## src/rtl/m_seq_pkg.sv

```systemverilog
// m_seq_pkg: shared constants and the LFSR feedback helper for the
// 63-chip m-sequence generator (m_seq63) and its serializer (imp_200).
package m_seq_pkg;

  localparam int          SEQ_LEN      = 63;   // chips per period
  localparam int          REG_W        = 70;   // width of history / snapshot regs
  localparam int          LFSR_W       = 6;    // LFSR state width
  localparam logic [5:0]  SEED         = 6'b111111;
  localparam int          TAP_A        = 5;    // x^6 term
  localparam int          TAP_B        = 4;    // x^5 term
  localparam int          CHIP_LEN_DEF = 200;  // imp_200 cycles per chip

  // Last value of the period counter and first chip index of a frame.
  localparam logic [LFSR_W-1:0] CNT_MAX   = LFSR_W'(SEQ_LEN - 1);
  localparam logic [LFSR_W-1:0] IDX_START = LFSR_W'(SEQ_LEN - 1);

  // Fibonacci step for x^6 + x^5 + 1: shift left, feed back s[5]^s[4].
  function automatic logic [LFSR_W-1:0] lfsr_next(input logic [LFSR_W-1:0] s);
    return {s[LFSR_W-2:0], s[TAP_A] ^ s[TAP_B]};
  endfunction

endpackage

```

## src/rtl/m_seq63_lfsr6.sv

```systemverilog
// lfsr6: 6-bit Fibonacci LFSR state register, seeded with all ones.
// Ports:
//   clk    - clock, rising edge
//   rst_n  - synchronous active-low reset (loads SEED)
//   status - current LFSR state
module lfsr6
  import m_seq_pkg::*;
(
  input  logic              clk,
  input  logic              rst_n,
  output logic [LFSR_W-1:0] status
);

  logic [LFSR_W-1:0] status_d;
  logic [LFSR_W-1:0] status_q;

  always_comb begin
    status_d = lfsr_next(status_q);
  end

  always_ff @(posedge clk) begin
    if (!rst_n) begin
      status_q <= SEED;
    end else begin
      status_q <= status_d;
    end
  end

  assign status = status_q;

endmodule

```

## src/rtl/m_seq63.sv

```systemverilog
// m_seq63: 63-chip maximal-length sequence generator (x^6 + x^5 + 1).
// Ports:
//   sclk       - clock, rising edge
//   rst_n      - synchronous active-low reset
//   m_seq      - current chip (LFSR state bit 5, straight from the register)
//   status     - current LFSR state
//   m_seq_reg  - chip history, newest chip at bit 0
//   m_seq_reg2 - snapshot of the last full period, oldest chip at bit 62,
//                bits 69:63 always zero
module m_seq63
  import m_seq_pkg::*;
(
  input  logic              sclk,
  input  logic              rst_n,
  output logic              m_seq,
  output logic [LFSR_W-1:0] status,
  output logic [REG_W-1:0]  m_seq_reg,
  output logic [REG_W-1:0]  m_seq_reg2
);

  logic [LFSR_W-1:0] cnt_d;
  logic [LFSR_W-1:0] cnt_q;
  logic [REG_W-1:0]  hist_d;
  logic [REG_W-1:0]  hist_q;
  logic [REG_W-1:0]  snap_d;
  logic [REG_W-1:0]  snap_q;

  lfsr6 u_lfsr6 (
    .clk    (sclk),
    .rst_n  (rst_n),
    .status (status)
  );

  assign m_seq = status[LFSR_W-1];

  always_comb begin
    cnt_d  = (cnt_q == CNT_MAX) ? '0 : cnt_q + 1'b1;
    hist_d = {hist_q[REG_W-2:0], m_seq};
    snap_d = snap_q;
    // The load takes the 62 previous chips plus the current one, so the
    // snapshot matches what the history register holds after this edge.
    if (cnt_q == CNT_MAX) begin
      snap_d = {7'b0, hist_q[SEQ_LEN-2:0], m_seq};
    end
  end

  always_ff @(posedge sclk) begin
    if (!rst_n) begin
      cnt_q  <= '0;
      hist_q <= '0;
      snap_q <= '0;
    end else begin
      cnt_q  <= cnt_d;
      hist_q <= hist_d;
      snap_q <= snap_d;
    end
  end

  assign m_seq_reg  = hist_q;
  assign m_seq_reg2 = snap_q;

endmodule

```

## config.mk

```make
export PLATFORM = sky130hd
export DESIGN_NAME = m_seq63
export DESIGN_NICKNAME = d
export VERILOG_FILES = /design/src/rtl/m_seq_pkg.sv /design/src/rtl/m_seq63_lfsr6.sv /design/src/rtl/m_seq63.sv
export SDC_FILE = /design/constraint.sdc
export NUM_CORES = 1
export LEC_CHECK = 0
export ABC_CLOCK_PERIOD_IN_PS = 3350
export BUFFER_PORTS_ARGS = -buffer_cell sky130_fd_sc_hd__buf_2
export CAP_MARGIN = 40
export CORE_MARGIN = 2
export CORE_UTILIZATION = 45
export CTS_CLUSTER_SIZE = 28
export DETAILED_ROUTE_END_ITERATION = 7
export PLACE_DENSITY_LB_ADDON = 0.12
export SLEW_MARGIN = 10
export SYNTH_ARGS = -nofsm -noshare
export SYNTH_HDL_FRONTEND = slang
export SYNTH_SLANG_ARGS = --single-unit
```

## constraint.sdc

```tcl
create_clock -name sclk -period 3.35 [get_ports sclk]
set_input_delay 0.67 -clock sclk [delete_from_list [all_inputs] [get_ports sclk]]
set_output_delay 0.67 -clock sclk [all_outputs]
set_load 0.02 [all_outputs]
```

==> impl_metrics.csv <==
group,metric,value,unit
detailed_routing,avgRoutedWirePerCell,12.11,microns
detailed_routing,drt_iter0_markers,113,
sta,max_freq,517.5,MHz
power_and_ir_drop,power,3700,uW
power_and_ir_drop,power.switching,743.2,uW
detailed_routing,first_pass_iters,4,
floorplan,die_w,107.0,microns
synthesis,synth_top_area_cell,"dfxtp_1",
grt,grt-ovfl-total,0,
power_and_ir_drop,p_clk_share,51.4,%
synthesis,yosys_warnings,0,
sta,clock_skew,0.01139,ns
final_layout,area_growth,26.32,%
floorplan,die_height,107.0,microns
worst_setup_path,cp.required,3.77,ns
worst_setup_path,cp-end-kind,"flip-flop",
cts,clock_path_buffers,2,
place,portBuffers,141,
worst_setup_path,critPathMaxStageDelay,0.52,ns
sta,finalCriticalPeriod,1.932,ns
worst_setup_path,crit_family,"simple AND/OR/NAND/NOR gates",
final_layout,largest_register_ffs,70,
final_layout,layout-drive-gt1-share,28.38,%
synthesis,yosysSeqAreaShare,60.83,%
power_and_ir_drop,netSwitchingFraction,20.08,%
worst_setup_path,worstPathCellList,"inv_1 -> ha_1 -> nand2_1 -> nor2_8 -> buf_12 -> mux2i_1",
synthesis,ys_ff_latch,145,
grt,grt_pass1_vias,3095,
power_and_ir_drop,p_comb_share,1.6,%
grt,grt_max_degree,74,
sta,maxSlewViolCount,0,
sta,rsz0062_at_grt,"no",
power_and_ir_drop,ir_worst_vdd,0.3527,mV
final_layout,n_antenna_cell,0,
final_layout,final_cell_mix,"dfxtp_1 (145), buf_2 (140), nand2_1 (128)",
sta,setup_ws,1.418,ns
sta,tightest_slew,0.6516,ns
final_layout,layout_commonest_cell,"dfxtp_1",
detailed_routing,vias,3279,
final_layout,nFillCells,922,
floorplan,initial_core_util,46.22,%
cts,clk_pin_slew,0.06,ns
hold_path,hold_class,"flip-flop to flip-flop",
detailed_routing,drt_wl_total,9074,microns
worst_setup_path,path_max_fanout,36,
worst_setup_path,start_kind,"flip-flop",
power_and_ir_drop,power_frac_seq,47.0,%
worst_setup_path,crit_buf_inv,2,
synthesis,synth_cell_types,22,
final_layout,final_nets,605,
place,dp_hpwl,6289,microns
cts,clkSinkCount,145,
power_and_ir_drop,p_per_area,613.8,nW/um^2
worst_setup_path,arrival,2.36,ns
cts,cts_setup_buffers,0,
synthesis,synth_top_area_share,60.83,%
floorplan,rows,37,
floorplan,ioPinCount,149,
grt,track_usage,16.55,%
place,preCtsSetupSlack,1.400,ns
run_status,outcome,"complete, no violations",
detailed_routing,vias_per_cell,4.378,
sta,finalSetupViolCount,0,
cts,cts_tree,"built",
sta,hold_viol_final,0,
worst_setup_path,cp_slowest_cell,"nor2_8",
job,drv_cap,0,
cts,clock_latency,0.50,ns
cts,cts-buffers-inserted,17,
cts,hold_buffers,0,
sta,slew_headroom,56.56,%
power_and_ir_drop,p_int,2957,uW
cts,clock-root-buffer,"clkbuf_8",
sta,finalCritPeriodShare,57.68,%
place,gp_congestion,0.7465,
worst_setup_path,worstSetupPathType,"flip-flop to flip-flop",
synthesis,netlist_top_cells_area,"dfxtp_1 (61%), mux2i_1 (13%), nand2_1 (10%)",
sta,setup_tns,0,ns
detailed_routing,post-route-drc-count,0,
grt,antenna_found_initial,0,
power_and_ir_drop,cellLeakagePower,0.003199,uW
synthesis,synth_area_per_cell,10.20,sq um
synthesis,netlist_instances,468,
cts,cts_resized,0,
floorplan,coreArea,10320,sq um
detailed_routing,ant_nets,0,
synthesis,synth_area,4772,sq um
floorplan,die-area,11440,sq um
grt,grt_pass1_wl,14840,microns
sta,hold_ws,0.4421,ns
cts,h-tree-depth,4,
-- layout make-up --
cell class | count | area, sq um | share of cell area, %
Multi-Input combinational cell | 230 | 1363 | 22.60
Inverter | 64 | 240.2 | 3.985
Sequential cell | 145 | 2903 | 48.15
Tap cell | 136 | 170.2 | 2.823
Timing Repair Buffer | 143 | 748.2 | 12.41
Clock buffer | 19 | 421.7 | 6.995
Clock inverter | 12 | 182.7 | 3.030
-- power groups by stage --
stage	sequential (uW)	clock [uW]	combinational [uW]
after floorplan	1780	0	53.6
after global placement	1780	0	58.3
after detailed placement	1780	0	59.0
after CTS	1740	1950	59.0
after global routing	1740	2030	65.4
final	1740	1900	58.4
-- per-stage QoR --
step	utilization (%)	area [sq um]	cells
2_1_floorplan	-	4795	474
3_3_place_gp	52.54	5424	718
3_5_place_dp	52.54	5424	718
4_1_cts	58.39	6028	749
5_1_grt	58.39	6028	749
6_report	58.39	6028	749
-- cells by family (layout without fill, tap and decap cells) --
| logic type | Yosys count | count (layout) | share of synthesized area [%] |
|---|---|---|---|
| and+or+nand+nor | 150 | 150 | 13.06 |
| buffers and inverters | 99 | 238 | 11.09 |
| adders and majority gates | 2 | 2 | 0.5243 |
| AOI/OAI and AO/OA | 4 | 4 | 0.4719 |
| xor gates and xnor gates | 4 | 4 | 0.7343 |
| muxes | 63 | 63 | 13.21 |
| DFF | 145 | 145 | 60.83 |
| other | 1 | 7 | 0.07858 |
-- final timing paths --
check	cells past startpoint	slack, ns	end	from
worst max-delay path	6	1.42	m_seq_reg2[38]	cnt_q[0]
worst min-delay path	1	0.44	u_lfsr6.status[3]	u_lfsr6.status[2]
worst max register to register	6	1.42	m_seq_reg2[38]	cnt_q[0]
worst min register to register	1	0.44	u_lfsr6.status[3]	u_lfsr6.status[2]
-- per-layer routing --
layer	share of wire [%]	up-vias	global-route usage (%)
li1	-	1671	-
met1	44	1508	20.19
met2	48	93	26.30
met3	7.0	7	6.748
met4	0.71	0	6.122
met5	0	-	0
-- cell usage after synthesis --
master,n
dfxtp_1,145
buf_12,6
xor2_1,2
and2_1,7
o21ai_0,2
buf_2,9
nand2b_1,5
nor2_8,1
nand2_1,128
o211ai_1,1
conb_1,1
buf_4,13
ha_1,2
mux2i_1,63
inv_1,64
nand3_2,1
xnor2_1,2
a21oi_1,1
nand3_1,2
nand4b_1,1
nor2_1,5
clkbuf_1,7
Note: power is estimated with default switching activity, not from simulation.
